**src/rtl/decimal_to_bcd_encoder.sv**
```systemverilog
// decimal_to_bcd_encoder
//   Samples ten one-hot decimal key lines through a two-flop synchronizer,
//   debounces press and release, and emits one BCD code per accepted press.
//   Accepted digits are shifted into a NUM_DIGITS-deep BCD accumulator.
//   Optional feature macro: DEC_PRIORITY_EN -- when defined, a multi-hot
//   key pattern resolves to its highest set key index instead of an Error.
module decimal_to_bcd_encoder #(
  parameter int DEBOUNCE_CYCLES = 4,
  parameter int NUM_DIGITS      = 4
) (
  input  logic                              clk,
  input  logic                              reset_n,
  input  logic [9:0]                        DECIn,
  input  logic                              Clear,
  output logic [3:0]                        BCDOut,
  output logic                              Valid,
  output logic                              Error,
  output logic [4*NUM_DIGITS-1:0]           DigitsOut,
  output logic [$clog2(NUM_DIGITS+1)-1:0]   DigitCount,
  output logic                              Busy
);

  localparam int CNT_W = $clog2(DEBOUNCE_CYCLES + 1);
  localparam int CW    = $clog2(NUM_DIGITS + 1);
  localparam int DW    = 4 * NUM_DIGITS;

  localparam logic [CNT_W-1:0] CNT_LAST  = CNT_W'(DEBOUNCE_CYCLES - 1);
  localparam logic [CW-1:0]    COUNT_MAX = CW'(NUM_DIGITS);

  typedef enum logic [1:0] {
    ST_IDLE     = 2'd0,
    ST_DEBOUNCE = 2'd1,
    ST_EVAL     = 2'd2,
    ST_RELEASE  = 2'd3
  } state_t;

  // True when exactly one key line is set.
  function automatic logic is_one_hot(input logic [9:0] pat);
    logic [3:0] ones;
    ones = 4'd0;
    for (int i = 0; i < 10; i++) begin
      ones = ones + {3'b000, pat[i]};
    end
    return (ones == 4'd1);
  endfunction

  // Index of the highest set key line (0 when none is set).
  function automatic logic [3:0] high_index(input logic [9:0] pat);
    logic [3:0] idx;
    idx = 4'd0;
    for (int i = 0; i < 10; i++) begin
      if (pat[i]) begin
        idx = 4'(i);
      end
    end
    return idx;
  endfunction

  logic [9:0]       sync1_q, sync2_q;
  state_t           state_q, state_d;
  logic [CNT_W-1:0] cnt_q, cnt_d;
  logic [9:0]       pat_q, pat_d;
  logic [3:0]       bcd_q, bcd_d;
  logic             valid_q, valid_d;
  logic             error_q, error_d;
  logic [DW-1:0]    digits_q, digits_d;
  logic [CW-1:0]    count_q, count_d;
  logic             busy_q, busy_d;
  logic             accept_s;
  logic [3:0]       digit_s;

  // Next-state, output and accumulator logic.
  always_comb begin
    state_d  = state_q;
    cnt_d    = cnt_q;
    pat_d    = pat_q;
    bcd_d    = bcd_q;
    valid_d  = 1'b0;
    error_d  = 1'b0;
    digits_d = digits_q;
    count_d  = count_q;
    accept_s = 1'b0;
    digit_s  = 4'd0;

    case (state_q)
      ST_IDLE: begin
        if (sync2_q != 10'd0) begin
          pat_d   = sync2_q;
          cnt_d   = '0;
          state_d = ST_DEBOUNCE;
        end else begin
          state_d = ST_IDLE;
        end
      end
      ST_DEBOUNCE: begin
        if (sync2_q != pat_q) begin
          state_d = ST_IDLE;
        end else if (cnt_q == CNT_LAST) begin
          state_d = ST_EVAL;
        end else begin
          cnt_d = cnt_q + 1'b1;
        end
      end
      ST_EVAL: begin
        // pat_q is never zero here: DEBOUNCE only leaves towards EVAL on a
        // stable nonzero capture.
`ifdef DEC_PRIORITY_EN
        accept_s = 1'b1;
        digit_s  = high_index(pat_q);
`else
        if (is_one_hot(pat_q)) begin
          accept_s = 1'b1;
          digit_s  = high_index(pat_q);
        end else begin
          error_d = 1'b1;
        end
`endif
        cnt_d   = '0;
        state_d = ST_RELEASE;
      end
      ST_RELEASE: begin
        if (sync2_q != 10'd0) begin
          cnt_d = '0;
        end else if (cnt_q == CNT_LAST) begin
          state_d = ST_IDLE;
        end else begin
          cnt_d = cnt_q + 1'b1;
        end
      end
      default: begin
        state_d = ST_IDLE;
        cnt_d   = '0;
      end
    endcase

    if (accept_s) begin
      valid_d = 1'b1;
      bcd_d   = digit_s;
    end else begin
      valid_d = 1'b0;
    end

    // Clear outranks a simultaneous new digit; the digit is still reported.
    if (Clear) begin
      digits_d = '0;
      count_d  = '0;
    end else if (accept_s) begin
      digits_d      = digits_q << 4;
      digits_d[3:0] = digit_s;
      if (count_q != COUNT_MAX) begin
        count_d = count_q + 1'b1;
      end else begin
        count_d = count_q;
      end
    end else begin
      digits_d = digits_q;
    end

    busy_d = (state_d != ST_IDLE);
  end

  // Synchronizer, FSM state and registered outputs.
  always_ff @(posedge clk or negedge reset_n) begin
    if (!reset_n) begin
      sync1_q  <= 10'd0;
      sync2_q  <= 10'd0;
      state_q  <= ST_IDLE;
      cnt_q    <= '0;
      pat_q    <= 10'd0;
      bcd_q    <= 4'd0;
      valid_q  <= 1'b0;
      error_q  <= 1'b0;
      digits_q <= '0;
      count_q  <= '0;
      busy_q   <= 1'b0;
    end else begin
      sync1_q  <= DECIn;
      sync2_q  <= sync1_q;
      state_q  <= state_d;
      cnt_q    <= cnt_d;
      pat_q    <= pat_d;
      bcd_q    <= bcd_d;
      valid_q  <= valid_d;
      error_q  <= error_d;
      digits_q <= digits_d;
      count_q  <= count_d;
      busy_q   <= busy_d;
    end
  end

  assign BCDOut     = bcd_q;
  assign Valid      = valid_q;
  assign Error      = error_q;
  assign DigitsOut  = digits_q;
  assign DigitCount = count_q;
  assign Busy       = busy_q;

endmodule

```
**config.mk**
```make
export PLATFORM = sky130hd
export DESIGN_NAME = decimal_to_bcd_encoder
export DESIGN_NICKNAME = d
export VERILOG_FILES = /design/src/rtl/decimal_to_bcd_encoder.sv
export SDC_FILE = /design/constraint.sdc
export NUM_CORES = 1
export LEC_CHECK = 0
export BUFFER_PORTS_ARGS = -buffer_cell sky130_fd_sc_hd__buf_4
export CORE_UTILIZATION = 25
export CTS_CLUSTER_DIAMETER = 200
export DETAILED_ROUTE_END_ITERATION = 16
export GPL_TIMING_DRIVEN = 0
export SETUP_SLACK_MARGIN = 0.02
export SLEW_MARGIN = 20
export SYNTH_ARGS = -nofsm -noshare
export SYNTH_HDL_FRONTEND = slang
export SYNTH_SLANG_ARGS = --single-unit
```
**constraint.sdc**
```tcl
create_clock -name clk -period 8.2 [get_ports clk]
set_input_delay 0.82 -clock clk [delete_from_list [all_inputs] [get_ports clk]]
set_output_delay 0.82 -clock clk [all_outputs]
set_load 0.005 [all_outputs]
```
==> impl_metrics.tcl <==
set metrics [dict create \
    r2r-start "pat_q[9]" \
    yosysTopAreaCell "dfrtp_1" \
    cts_buffers 9 \
    synth_edf_count 0 \
    num_vias 1786 \
    clock_path_buffers 2 \
    status "complete, no violations" \
    postCtsResizedCells 0 \
    avgSynthCellArea_um2 12.1 \
    cts.htree.levels 3 \
    drc 0 \
    rsz0062_at_grt "no" \
    cap_violations 0 \
    final_cells 411 \
    fin_nets 294 \
    grt_pass1_vias 1749 \
    reg2reg_depth 14 \
    criticalPathCategory "flip-flop to flip-flop" \
    viasPerCell 4.35 \
    port_buffers 37 \
    netlist-cell-type-count 42 \
    async_flop_share 1.00 \
    routed_wirelength_um 5110 \
    fp.dieW_um 105 \
    final_util 0.323 \
    ant_nets 0 \
    relSlewSlack 0.489 \
    place_congestion 0.795 \
    cts_setup_buffers 0 \
    synth_top_area_frac 0.570 \
    required_ns 8.46 \
    cp-end-kind "flip-flop" \
    clock_sinks 61 \
    critPathMaxFanout 10 \
    power.density_mw_per_mm2 233 \
    worst_slack_ns 4.15 \
    finalMaxSlewViolations 0 \
    drt_first_pass_iters 4 \
    tightest_slew_ns 0.767 \
    ir_worst_vdd_v 0.0000874 \
    synth_nets 246 \
    critPathMaxStageDelay_ns 0.50 \
    path_clk_slew_ns 0.07 \
    period_share 0.494 \
    core-area_mm2 0.0104 \
    cts.root.buffer_cell "clkbuf_8" \
    grtUsageTotal 0.0993 \
    die_height_um 105 \
    grt_antenna_before_repair 0 \
    ios 39 \
    wl_per_cell_um 12.4 \
    total_leakage_power_nw 1.61 \
    yosys-top-cells-area "dfrtp_1 57%, mux2i_1 4.9%, fa_1 4.5%" \
    synth_warnings 0 \
    tritoncts "built" \
    period_needed_ns 4.05 \
    drive_above_1_share 0.255 \
    antenna_cells 0 \
    worstHoldPathCells 0 \
    crit_chain "fa_1 > fa_1 > inv_1 > fa_1 > inv_1 > ha_1 > inv_1 > fa_1 > a2111oi_4 > o2111ai_2 > buf_6 > nor3_4 > o41ai_1 > a21oi_1" \
    cp_slowest_cell "dfrtp_1" \
    dieArea_mm2 0.0111 \
    fmax_mhz 247 \
    timing.setup.tns_ns 0 \
    rows 37 \
    place_ws_ns 4.14 \
    globalRoute.totalOverflow 0 \
    grt_start_max_net_pins 62 \
    start_util 0.258 \
    cts_hold_buf 0 \
    finClkSkew_ns 0.00783 \
    arrival_ns 4.31 \
    critPathLaunchType "flip-flop" \
    hold_viol_final 0 \
    placed_cells 395 \
    grt_pass1_wl_um 8480 \
    area_delta_synth_final_pct 25.1 \
    setup_viol 0 \
    insertion_delay_ns 0.34 \
    power_w 0.000780 \
    hold_class "flip-flop to flip-flop" \
    dpl.hpwl_um 3610 \
    ys_ff_latch 61 \
    drtIter0Drc 58 \
    cp_common_cell "fa_1" \
    syn_area_mm2 0.00268 \
    yosysSeqAreaShare 0.570 \
    synth_cells 222 \
    cp-startpoint "pat_q[9]" \
    ys.flop_type "dfrtp_1" \
    hp-start "sync1_q[3]" \
]
power breakdown:
group | switching [W] | total, W | internal (W)
combinational | 0.0000837 | 0.000153 | 0.0000688
sequential | 0.0000169 | 0.000330 | 0.000313
clock | 0.000119 | 0.000298 | 0.000179
flip-flops by register name (all words and copies together), names as in the netlist:
name        count
DigitsOut      16
pat_q          10
sync1_q        10
sync2_q        10
BCDOut          4
DigitCount      3
cnt_q           3
state_q         2
Busy            1
Error           1
Valid           1
worst max-delay path, delay by kind of cell (launching register included):
kind                       cells  cell delay, ns
AOI/OAI and AO/OA              4            0.89
and+or+nand+nor                1            0.17
buffers and inverters          4            0.38
adders and majority gates      5            2.03
DFF                            1            0.50
path summary, 6_finish.rpt:
check	endpoint	slack (ns)
worst max-delay path	DigitsOut[2]	4.15
worst min-delay path	sync2_q[3]	0.34
worst max register to register	DigitsOut[2]	4.15
worst min register to register	sync2_q[3]	0.34
max in group asynchronous	DigitsOut[7]	7.15
min in group asynchronous	sync1_q[2]	0.56
Yosys cell counts (all sizes together), types with 2 or more instances:
master and count:
nor4 3, nand2 15, ha 5, a211oi 2
fa 6, a21oi 11, o21ai 5, inv 17
buf 4, nand3 2, nand4 3, dfrtp 61
mux2i 13, nor2b 3, o211ai 3, xnor2 11
mux2 7, nor3 6, nor2 28
area by class of cell:
cell class,count,area (µm²)
plain buffers,5,35.0
clock buffers,10,138
clock inverters,6,86.3
fillers,1092,7020
inverters,17,63.8
multi-input cells,139,1050
flip-flops and latches,61,1530
well taps,136,170
repair buffers,37,278
placed cells by master, fill, tap and decap left out, types with 2 or more instances in the layout:
master / synthesis / final
a211oi_1: 2 / 2
ha_1: 5 / 5
clkinv_2: 0 / 2
nor3_1: 5 / 5
a21oi_1: 10 / 10
inv_1: 17 / 17
o211ai_1: 3 / 3
nor2_1: 27 / 27
mux2_2: 7 / 7
fa_1: 6 / 6
o21ai_0: 5 / 5
nor2b_1: 3 / 3
buf_4: 0 / 37
mux2i_1: 13 / 13
nand4_1: 3 / 3
nand2_1: 15 / 15
nor4_1: 2 / 2
clkbuf_8: 0 / 10
xnor2_1: 11 / 11
dfrtp_1: 61 / 61
nand3_1: 2 / 2
bufinv_16: 0 / 2
buf_6: 2 / 2
routing by layer:
| metal | GRT usage | wire length (µm) | share of wire |
|---|---|---|---|
| met5 | 0 | 0 | 0 |
| met4 | 0.0392 | 67 | 0.013 |
| met3 | 0.0396 | 293 | 0.057 |
| met2 | 0.157 | 2420 | 0.47 |
| met1 | 0.121 | 2330 | 0.46 |
cell families after synthesis:
logic type      Yosys count  share of synthesized area
flops                    61                      0.570
buf+inv                  22                     0.0369
xor+xnor                 11                     0.0360
simple gates             65                      0.118
fa+ha+maj                11                     0.0683
compound gates           32                     0.0921
mux                      20                     0.0781
through the flow:
step	hold WS [ns]	area, µm²
4_1_cts	0.348	3350
2_1_floorplan	0.331	2680
3_3_place_gp	0.335	3120
5_1_grt	0.357	3350
6_report	0.345	3350
3_5_place_dp	0.335	3120
Note: power is estimated with default switching activity, not from simulation.
